==> src/rtl/gamepad_pkg.sv <==
// rtl/gamepad_pkg.sv - shared scan FSM encoding, default parameters and width helper
package gamepad_pkg;

    localparam int GP_SEL_WIDTH  = 1;
    localparam int GP_DATA_WIDTH = 2;
    localparam int GP_REG_WIDTH  = 12;
    localparam int GP_PERIOD     = 250000;
    localparam int GP_TIMEOUT    = 4096;

    typedef enum logic [2:0] {
        ST_IDLE,
        ST_ISSUE,
        ST_SETTLE,
        ST_WAIT,
        ST_STORE
    } scan_state_e;

    // Counter/index width that never collapses to zero bits.
    function automatic int gp_width(input int v);
        return (v > 1) ? $clog2(v) : 1;
    endfunction

endpackage

==> src/rtl/gamepad_scan_timer.sv <==
// rtl/gamepad_scan_timer.sv - scan period tick and per-pad reader timeout
module gamepad_scan_timer
    import gamepad_pkg::*;
#(
    parameter int PERIOD  = GP_PERIOD,
    parameter int TIMEOUT = GP_TIMEOUT
) (
    input  logic clk,
    input  logic rst_n,
    input  logic en_i,
    input  logic to_clr_i,
    input  logic to_run_i,
    output logic tick_o,
    output logic to_hit_o
);

    localparam int PCW = gp_width(PERIOD);
    localparam int TCW = gp_width(TIMEOUT);

    logic [PCW-1:0] period_q, period_d;
    logic [TCW-1:0] to_q, to_d;

    assign tick_o   = en_i && (period_q == PCW'(PERIOD - 1));
    assign to_hit_o = (to_q == TCW'(TIMEOUT - 1));

    // Period counter wraps at PERIOD-1 and parks at 0 while scanning is disabled;
    // timeout counter restarts on each issue and saturates on the hit value.
    always_comb begin
        period_d = period_q;
        to_d     = to_q;
        if (!en_i) begin
            period_d = '0;
        end else if (period_q == PCW'(PERIOD - 1)) begin
            period_d = '0;
        end else begin
            period_d = period_q + PCW'(1);
        end
        if (to_clr_i) begin
            to_d = '0;
        end else if (to_run_i && !to_hit_o) begin
            to_d = to_q + TCW'(1);
        end
    end

    // Counter registers.
    always_ff @(posedge clk or negedge rst_n) begin
        if (!rst_n) begin
            period_q <= '0;
            to_q     <= '0;
        end else begin
            period_q <= period_d;
            to_q     <= to_d;
        end
    end

endmodule

==> src/rtl/gamepad_scan.sv <==
// rtl/gamepad_scan.sv - periodic multi-pad scanner driving a serial gamepad reader
module gamepad_scan
    import gamepad_pkg::*;
#(
    parameter int SEL_WIDTH  = GP_SEL_WIDTH,
    parameter int DATA_WIDTH = GP_DATA_WIDTH,
    parameter int REG_WIDTH  = GP_REG_WIDTH,
    parameter int PERIOD     = GP_PERIOD,
    parameter int TIMEOUT    = GP_TIMEOUT,
    localparam int N         = DATA_WIDTH << SEL_WIDTH,
    localparam int ML        = gp_width(DATA_WIDTH)
) (
    input  logic                   clk,
    input  logic                   rst_n,
    output logic                   ctrl_go,
    output logic [SEL_WIDTH-1:0]   ctrl_sel,
    output logic [ML-1:0]          ctrl_mux,
    input  logic                   ctrl_rdy,
    input  logic [REG_WIDTH-1:0]   gp_value,
    input  logic                   cfg_en,
    input  logic [N-1:0]           press_clr,
    output logic [N*REG_WIDTH-1:0] pad_state,
    output logic [N-1:0]           press_flag,
    output logic [N-1:0]           pad_err,
    output logic                   scan_done,
    output logic                   irq
);

    localparam int PW = gp_width(N);
    // With a single lane every pad index is a select group, so nothing is shifted out.
    localparam int MS = (DATA_WIDTH > 1) ? ML : 0;

    scan_state_e            state_q, state_d;
    logic [PW-1:0]          p_q, p_d;
    logic                   to_flag_q, to_flag_d;
    logic [N*REG_WIDTH-1:0] pad_state_q, pad_state_d;
    logic [N-1:0]           press_flag_q, press_flag_d;
    logic [N-1:0]           pad_err_q, pad_err_d;
    logic [N-1:0]           set_vec;
    logic                   irq_q;
    logic                   tick;
    logic                   to_hit;

    gamepad_scan_timer #(
        .PERIOD  (PERIOD),
        .TIMEOUT (TIMEOUT)
    ) u_timer (
        .clk      (clk),
        .rst_n    (rst_n),
        .en_i     (cfg_en),
        .to_clr_i (state_q == ST_ISSUE),
        .to_run_i (state_q == ST_WAIT),
        .tick_o   (tick),
        .to_hit_o (to_hit)
    );

    assign ctrl_go    = (state_q == ST_ISSUE);
    assign ctrl_sel   = SEL_WIDTH'(p_q >> MS);
    assign scan_done  = (state_q == ST_STORE) && (p_q == PW'(N - 1));
    assign pad_state  = pad_state_q;
    assign press_flag = press_flag_q;
    assign pad_err    = pad_err_q;
    assign irq        = irq_q;

    generate
        if (DATA_WIDTH > 1) begin : g_mux
            assign ctrl_mux = ML'(p_q);
        end else begin : g_nomux
            assign ctrl_mux = '0;
        end
    endgenerate

    // Scan sequencer: walk every pad through issue, settle, wait and store.
    always_comb begin
        state_d   = state_q;
        p_d       = p_q;
        to_flag_d = to_flag_q;
        unique case (state_q)
            ST_IDLE: begin
                if (tick && ctrl_rdy) begin
                    state_d = ST_ISSUE;
                    p_d     = '0;
                end
            end
            ST_ISSUE: begin
                state_d   = ST_SETTLE;
                to_flag_d = 1'b0;
            end
            ST_SETTLE: begin
                state_d = ST_WAIT;
            end
            ST_WAIT: begin
                if (ctrl_rdy) begin
                    state_d   = ST_STORE;
                    to_flag_d = 1'b0;
                end else if (to_hit) begin
                    state_d   = ST_STORE;
                    to_flag_d = 1'b1;
                end
            end
            ST_STORE: begin
                if (p_q == PW'(N - 1)) begin
                    state_d = ST_IDLE;
                    p_d     = '0;
                end else begin
                    state_d = ST_ISSUE;
                    p_d     = p_q + PW'(1);
                end
            end
            default: begin
                state_d = ST_IDLE;
            end
        endcase
    end

    // Per-pad storage: capture the value or record a timeout; new presses beat a clear.
    always_comb begin
        pad_state_d = pad_state_q;
        pad_err_d   = pad_err_q;
        set_vec     = '0;
        if (state_q == ST_STORE) begin
            for (int i = 0; i < N; i++) begin
                if (p_q == PW'(i)) begin
                    if (to_flag_q) begin
                        pad_err_d[i] = 1'b1;
                    end else begin
                        pad_state_d[i*REG_WIDTH +: REG_WIDTH] = gp_value;
                        pad_err_d[i] = 1'b0;
                        set_vec[i]   = |(gp_value & ~pad_state_q[i*REG_WIDTH +: REG_WIDTH]);
                    end
                end
            end
        end
        press_flag_d = (press_flag_q & ~press_clr) | set_vec;
    end

    // State, pad index and storage registers; irq trails the flags by one cycle.
    always_ff @(posedge clk or negedge rst_n) begin
        if (!rst_n) begin
            state_q      <= ST_IDLE;
            p_q          <= '0;
            to_flag_q    <= 1'b0;
            pad_state_q  <= '0;
            press_flag_q <= '0;
            pad_err_q    <= '0;
            irq_q        <= 1'b0;
        end else begin
            state_q      <= state_d;
            p_q          <= p_d;
            to_flag_q    <= to_flag_d;
            pad_state_q  <= pad_state_d;
            press_flag_q <= press_flag_d;
            pad_err_q    <= pad_err_d;
            irq_q        <= |press_flag_q;
        end
    end

endmodule

==> config.mk <==
export PLATFORM = sky130hd
export DESIGN_NAME = gamepad_scan
export DESIGN_NICKNAME = d
export VERILOG_FILES = /design/src/rtl/gamepad_pkg.sv /design/src/rtl/gamepad_scan_timer.sv /design/src/rtl/gamepad_scan.sv
export SDC_FILE = /design/constraint.sdc
export NUM_CORES = 1
export LEC_CHECK = 0
export CORE_ASPECT_RATIO = 0.9
export CORE_UTILIZATION = 35
export CTS_CLUSTER_SIZE = 20
export DETAILED_ROUTE_END_ITERATION = 16
export HOLD_SLACK_MARGIN = 0.1
export PLACE_DENSITY = 0.66
export SETUP_SLACK_MARGIN = 0.02
export SLEW_MARGIN = 20
export SYNTH_ARGS = -nofsm -noshare
export SYNTH_HDL_FRONTEND = slang
export SYNTH_SLANG_ARGS = --single-unit
==> constraint.sdc <==
create_clock -name clk -period 2.58 [get_ports clk]
set_clock_uncertainty 0.2 [all_clocks]
set_input_delay 0.387 -clock clk [delete_from_list [all_inputs] [get_ports clk]]
set_output_delay 0.387 -clock clk [all_outputs]
set_load 0.05 [all_outputs]
; Word-level counts from Yosys, hierarchy flattened
; Cells that the tools add are included.
[word_totals]
ff_bits = 93
word_cells = 92
output_inout_bits = 61
[classes]
bitwise = 12
eq_ne = 11
reduce_logical = 26
n_addsub = 3
muxes = 25
[ops]
columns = op, n
row1 = 12-bit bitwise AND, 4
row2 = 12-bit inverter, 4
row3 = 12-bit OR reduction, 4
row4 = 18-bit two-way mux, 2
row5 = 12-bit two-way mux, 2
row6 = 18-bit by 1-bit adder with 18-bit output (second input constant), 1
row7 = 18-bit == test (second input constant), 1
row8 = 3-bit case mux with 5 select lines, 1
row9 = 2-bit AND reduction, 7
row10 = 12-bit by 1-bit adder with 12-bit output (second input constant), 1
row11 = 12-bit == test (second input constant), 1
row12 = 1-bit two-way mux, 12
row13 = 3-bit AND reduction, 4
row14 = 3-bit two-way mux, 3
row15 = 3-bit by 2-bit == test with 1-bit output (second input constant), 2
row16 = 2-bit nonzero test, 3
row17 = 4-bit bitwise AND, 1
row18 = 2-bit == test (second input constant), 2
row19 = 1-bit logical AND, 4
row20 = 2-bit two-way mux, 2
row21 = 4-bit two-way mux, 1
row22 = 4-bit inverter, 1
row23 = 4-bit OR, 1
row24 = 2-bit case mux with 2 select lines, 1
row25 = other kinds (12), 12

; Depth between registers and ports, before layout
; Gate-level depths: netlist (run 1).
[logic_depth]
word_depth = 7
depth_mapped = 7
ltp_nobuf = 5

; Hierarchy
; A second synthesis (run 1) with hierarchy kept.
[hier_totals]
hier_cells = 377
area_unflattened_um2 = 4584.4
[modules_own_cells]
columns = module, cells_each, n_inst, area_per_inst_um2
row1 = gamepad_scan, 216, 1, 2977.9
row2 = gamepad_scan_timer, 161, 1, 1606.5

; Worst setup path after synthesis (run 1)
; Ideal clock, no wire load.
[synth_timing]
path_kind = register -> register
startpoint = register state_q[0]
endpoint = register u_timer.to_q[11]
required_time_ns = 2.297
path_stages_with_launch = 7
setup_time_ns = 0.083
arrival_time_ns = 1.987
path_buffers = 1
slack_ns = 0.310
path_cell_list = dfrtp_1 > nor2b_1 > clkbuf_1 > nand2b_1 > clkinv_1 > or4_1 > o21ai_0
[synth_lines]
columns = element, line
row1 = "start, declared", gamepad_scan.sv:33  ; scan_state_e state_q, state_d;
row2 = "start signal, assigned", gamepad_scan.sv:148  ; state_q <= state_d;
row3 = 3-bit by 1-bit == test with 1-bit output *, n/a
row4 = via ctrl_go, gamepad_scan.sv:15  ; output logic ctrl_go,
row5 = 12-bit two-way mux or 2-bit nonzero test (tied branches), n/a
row6 = "end signal, assigned", gamepad_scan_timer.sv:52  ; to_q <= to_d;
row7 = "end, declared", gamepad_scan_timer.sv:21  ; logic [TCW-1:0] to_q, to_d;
; Mark *: on every way through the listed nets, which the timed path passes. The rest lies on a longest branch.
; A chain may end at the register's enable or synchronous reset.

; Final worst setup path (run 1)
[layout_timing]
startpoint = register state_q[2]
endpoint = output ctrl_go
[layout_between]
elab_chain_cells = 1
[layout_lines]
columns = element, line
row1 = 3-bit by 1-bit == test with 1-bit output, gamepad_scan.sv:57  ; assign ctrl_go = (state_q == ST_ISSUE);
row2 = "end, declared", gamepad_scan.sv:15
; No other way between the ends.

==> results of run 1 <==
layout make-up:
| type | instances | area (µm²) |
|---|---|---|
| inverter | 18 | 71.32 |
| sequential | 93 | 2327 |
| fill | 1139 | 6367 |
| multi-input combinational | 291 | 1918 |
| tap | 160 | 200.2 |
| clock buffer | 10 | 239.0 |
| clock inverter | 6 | 45.04 |
| timing repair buffer | 90 | 908.4 |
synthesized netlist by cell type (3+ instances only):
| library cell | number | area (µm²) |
|---|---|---|
| nand4b_1 | 3 | 26.28 |
| mux2i_1 | 3 | 30.03 |
| mux2_2 | 31 | 349.1 |
| a21oi_1 | 12 | 60.06 |
| o22ai_1 | 5 | 31.28 |
| nand2_1 | 40 | 150.1 |
| xnor2_1 | 6 | 52.55 |
| o2111ai_1 | 12 | 105.1 |
| nand2b_1 | 38 | 237.7 |
| nand4_1 | 7 | 43.79 |
| inv_1 | 17 | 63.81 |
| nor2_1 | 24 | 90.09 |
| and3_1 | 6 | 37.54 |
| clkbuf_1 | 9 | 33.78 |
| nor3_1 | 10 | 50.05 |
| dfrtp_1 | 93 | 2327 |
| nand3_1 | 15 | 75.07 |
| or3_1 | 3 | 18.77 |
| xor2_1 | 6 | 52.55 |
| ha_1 | 6 | 75.07 |
| o31ai_1 | 6 | 45.04 |
| or4_1 | 7 | 52.55 |
| o21ai_0 | 26 | 130.1 |
power by group:
group / leakage (nW) / internal, mW / switching [mW]
registers: 1.12 / 1.49 / 0.0247
logic: 1.10 / 0.114 / 0.190
clock network: 0.143 / 0.686 / 0.578
total: 2.36 / 2.29 / 0.792
kinds of logic (layout without fill, tap and decap cells):
| family | Yosys count | after routing | synth area share |
|---|---|---|---|
| buffers and inverters | 28 | 124 | 0.02444 |
| xor gates and xnor gates | 12 | 12 | 0.02415 |
| adders and majority gates | 6 | 6 | 0.01725 |
| AOI/OAI and AO/OA | 71 | 71 | 0.1026 |
| and+or+nand+nor | 168 | 168 | 0.2096 |
| DFF | 93 | 93 | 0.5348 |
| muxes | 34 | 34 | 0.08712 |
path summary, 6_finish.rpt:
| check | end |
|---|---|
| max | ctrl_go |
| min | u_timer.period_q[0] |
| max reg2reg | pad_state[3] |
| min reg2reg | u_timer.period_q[0] |
| max in group asynchronous | u_timer.period_q[15] |
| min in group asynchronous | pad_state[18] |
stage by stage:
stage	std cells	worst slack, ns	hold WS [ns]
floorplan	412	0.3104	-0.1086
global placement	651	0.5021	0.2213
detailed placement	651	0.3946	0.2189
CTS	668	0.1775	0.2991
global route	668	0.05281	0.3354
finish	668	0.1973	0.2964
registers in the layout, indices dropped and copies added (netlist names):
name	count
p_q	2
to_flag_q	1
u_timer.to_q	12
pad_state	48
u_timer.period_q	18
state_q	3
irq	1
press_flag	4
pad_err	4
critical path, stage by stage (launching register included):
cell and delay [ns]:
dfrtp_1 0.51, nor2b_1 0.33, nand2b_1 0.24, clkinvlp_4 0.22
buf_12 0.15
timing repair:
action	in CTS	in global routing
gates resized for setup	0	1
hold endpoints to repair	42	0
setup endpoints to repair	0	1
hold buffers	1	0
routing by layer:
metal | vias to the layer above | share of wire | track usage
li1 | 1659 | - | -
met1 | 1661 | 0.46 | 0.2330
met2 | 87 | 0.48 | 0.2911
met3 | 6 | 0.057 | 0.04237
met4 | 0 | 0.0063 | 0.05625
met5 | - | 0 | 0
==> reports/metrics.cfg, run 1 <==
[status]
status=finished clean

[clocking]
ctsHtreeMaxLevel=3
cts_tree=done
path_clk_slew_ns=0.06
cts_buffer_depth=2
cts_buffers=9
cts-root-buf=clkbuf_16
clock_sinks=93
insertion_delay_ns=0.34
cts_setup_buffers=0

[synthesis]
ys_types=45
synthCells=412
synth_enable_flop_cells=0
syn_area_mm2=0.004352
async_reset_ff_frac=1.000
syn_nets=438
yosys_warnings=0
avgSynthCellArea_um2=10.56
ys_ff_latch=93
yosys_most_used_dff=dfrtp_1
seq_area_frac_synth=0.5348

[global_route]
overflow=0
antenna_found_initial=0
grt_start_max_net_pins=45
track_usage=0.1781
grt_pass1_vias=3402
grt_pass1_wl_um=17670

[sta]
fmax_ghz=0.4197
slew_headroom=0.5532
final-hold-violation-count=0
grt_setup_unrepaired=false
period_minus_slack_ns=2.383
period_share=0.9235
final-setup-viol-count=0
worst_pin_slew_ns=0.6641
finalSetupTns_ns=0
maxSlewViolCount=0

[route]
wl_per_cell_um=15.97
vias_per_cell=5.109
wl_um=10670
drt_iter0_drc=281
drcViolationCount=0
ant_nets=0
dr.pass1.iters=5
vias=3413

[floorplanning]
design.die.area_mm2=0.01288
rows=38
initial_core_util=0.3603
pin_count=81
die_w_um=119.5
coreArea_mm2=0.01208
die_y_um=107.8

[critical_path]
crit_required_ns=1.99
cp.arrival_ns=1.80
startpoint_type=flip-flop
cp_max_fo=13
reg2reg_depth=3
cp-startpoint=state_q[2]
ff2ff_setup_slack_ns=0.40
r2r_start=state_q[2]
crit_path_end_kind=output pin
critPathKind=reg -> out

[finish]
area_growth_pct=31.20
antenna_cells=0
mostFrequentLayoutCells=dfrtp_1, clkdlybuf4s50_1, nand2_1
final_common_cell=dfrtp_1
drive_above_1_share=0.1280
nNetsFinal=529
design_area_mm2=0.005709
finish.utilization=0.4728

[hold_path]
hold_path.class=reg -> reg
hold_depth=1
min_from=u_timer.period_q[0]

[place]
gp_congestion=0.8067
io_buffers=80
hpwlAfterDp_um=7753
place_area_mm2=0.005411

[job]
maxCapViolations=0

[power_and_ir_drop]
power_density_mw_per_mm2=539.3
p_leak_nw=2.360
irDropWorstVdd_mv=0.2897
fin_total_pwr_mw=3.079

No activity file was read; power rests on OpenSTA's default activity.
==> run 2: changes to the inputs <==
Settings changed: PLACE_DENSITY 0.66 to not set, PLACE_DENSITY_LB_ADDON set to 0.08.
==> reports/metrics.cfg, run 2 (synthesis gave the netlist of run 1 again) <==
[global_route]
grt_pass1_vias=3386
track_usage=0.1813
grt_pass1_wl_um=17890
antenna_found_initial=0
grt_start_max_net_pins=42
overflow=0

[clocking]
path_clk_slew_ns=0.06
cts_buffers=9
cts_tree=done
cts-root-buf=clkbuf_16
ctsHtreeMaxLevel=3
clock_sinks=93
cts_buffer_depth=2
insertion_delay_ns=0.34

[critical_path]
cp-startpoint=state_q[2]
startpoint_type=flip-flop
worst_path_largest_cell_delay_ns=0.55
crit_required_ns=1.99
cp_max_fo=13
path_buf_inv=2
r2r_end=u_timer.to_q[9]
crit_path_end_kind=output pin
crit_path_end=ctrl_go
cp.arrival_ns=1.78
cp.depth=4
ff2ff_setup_slack_ns=0.44
cp_top_family=flip-flops
reg2reg_depth=4
crit_chain=nor2b_1 -> nand2b_1 -> clkinv_1 -> buf_12
critPathKind=reg -> out
critPathSlowestCell=dfrtp_1
r2r_start=state_q[1]

[route]
vias=3364
ant_nets=0
dr.pass1.iters=4
wl_per_cell_um=16.21
wl_um=10860
vias_per_cell=5.021
drcViolationCount=0
drt_iter0_drc=209

[sta]
maxSlewViolCount=0
worst_pin_slew_ns=0.6230
period_minus_slack_ns=2.362
final-setup-viol-count=0
finalWorstSetupSlack_ns=0.2176
period_share=0.9156
fmax_ghz=0.4233
finalSetupTns_ns=0
slew_headroom=0.5809
final-hold-violation-count=0
grt_setup_unrepaired=false

[power_and_ir_drop]
p_leak_nw=2.376
combPwrFrac=0.096
p_switching_mw=0.7640
p_int_mw=2.442
power_frac_seq=0.471
irDropWorstVdd_mv=0.4286
p_clk_frac=0.433
power_density_mw_per_mm2=558.3
switching_share=0.2383

[finish]
area_growth_pct=31.97
mostFrequentLayoutCells=dfrtp_1, clkdlybuf4s50_1, nand2_1
regArea_mm2=0.002327
antenna_cells=0
nNetsFinal=533
largest_reg_flops=48
drive_above_1_share=0.1275
multi_input_area_mm2=0.001918
num-fill-cells=1140
design_area_mm2=0.005743
final_common_cell=dfrtp_1
instances_no_fill=670

[floorplanning]
die_y_um=107.8
rows=38
pin_count=81
design.die.area_mm2=0.01288
initial_core_util=0.3603
coreArea_mm2=0.01208
die_w_um=119.5

[place]
io_buffers=80
dp_cells=655
hpwlAfterDp_um=7851
pre_cts_ws_ns=0.4556
gp_congestion=0.7981
place_area_mm2=0.005429

[job]
maxCapViolations=0

[hold_path]
hold_path.class=reg -> reg

[status]
status=finished clean

run 2: per-stage QoR:
step / hold slack [ns] / total power [mW] / util
after floorplan: -0.1086 / 1.688 / -
after global placement: 0.1358 / 1.850 / 0.4495
after detailed placement: 0.1373 / 1.850 / 0.4495
after CTS: 0.2851 / 3.252 / 0.4755
after global routing: 0.3085 / 3.329 / 0.4755
final: 0.2796 / 3.206 / 0.4755
run 2: per-layer routing:
layer,track usage,up-vias,wire length [µm]
met5,0,-,0
met4,0.06250,0,164
met3,0.04025,12,430
met2,0.2870,80,4894
met1,0.2444,1618,5373
li1,-,1654,-
run 2: how the worst min path moves through the flow:
stage,from,endpoint,slack (ns),cells after the start
2_1_floorplan,rst_n,irq,-0.11,0
3_3_place_gp,rst_n,pad_state[5],0.14,1
3_5_place_dp,rst_n,pad_state[9],0.14,1
4_1_cts,u_timer.period_q[0],u_timer.period_q[0],0.29,1
5_1_grt,u_timer.period_q[0],u_timer.period_q[0],0.31,1
6_report,u_timer.period_q[0],u_timer.period_q[0],0.28,1
run 2: final cells by class:
type	instances	area share
Clock buffer	10	0.03987
Clock inverter	4	0.01307
Inverter	18	0.01176
Multi-Input combinational cell	291	0.3340
Sequential cell	93	0.4052
Tap cell	160	0.03486
Timing Repair Buffer	94	0.1612
run 2: power groups by stage:
stage	combinational, mW	sequential, mW	clock [mW]
final	0.307	1.51	1.39
after global routing	0.332	1.51	1.48
after CTS	0.313	1.51	1.43
after detailed placement	0.310	1.54	0
after global placement	0.311	1.54	0
after floorplan	0.0670	1.62	0
run 2: repair_timing:
action                    4_1_cts  5_1_grt
resized for setup               0        0
buffers inserted                0        0
hold buffers                    1        0
hold endpoints to repair       25        0
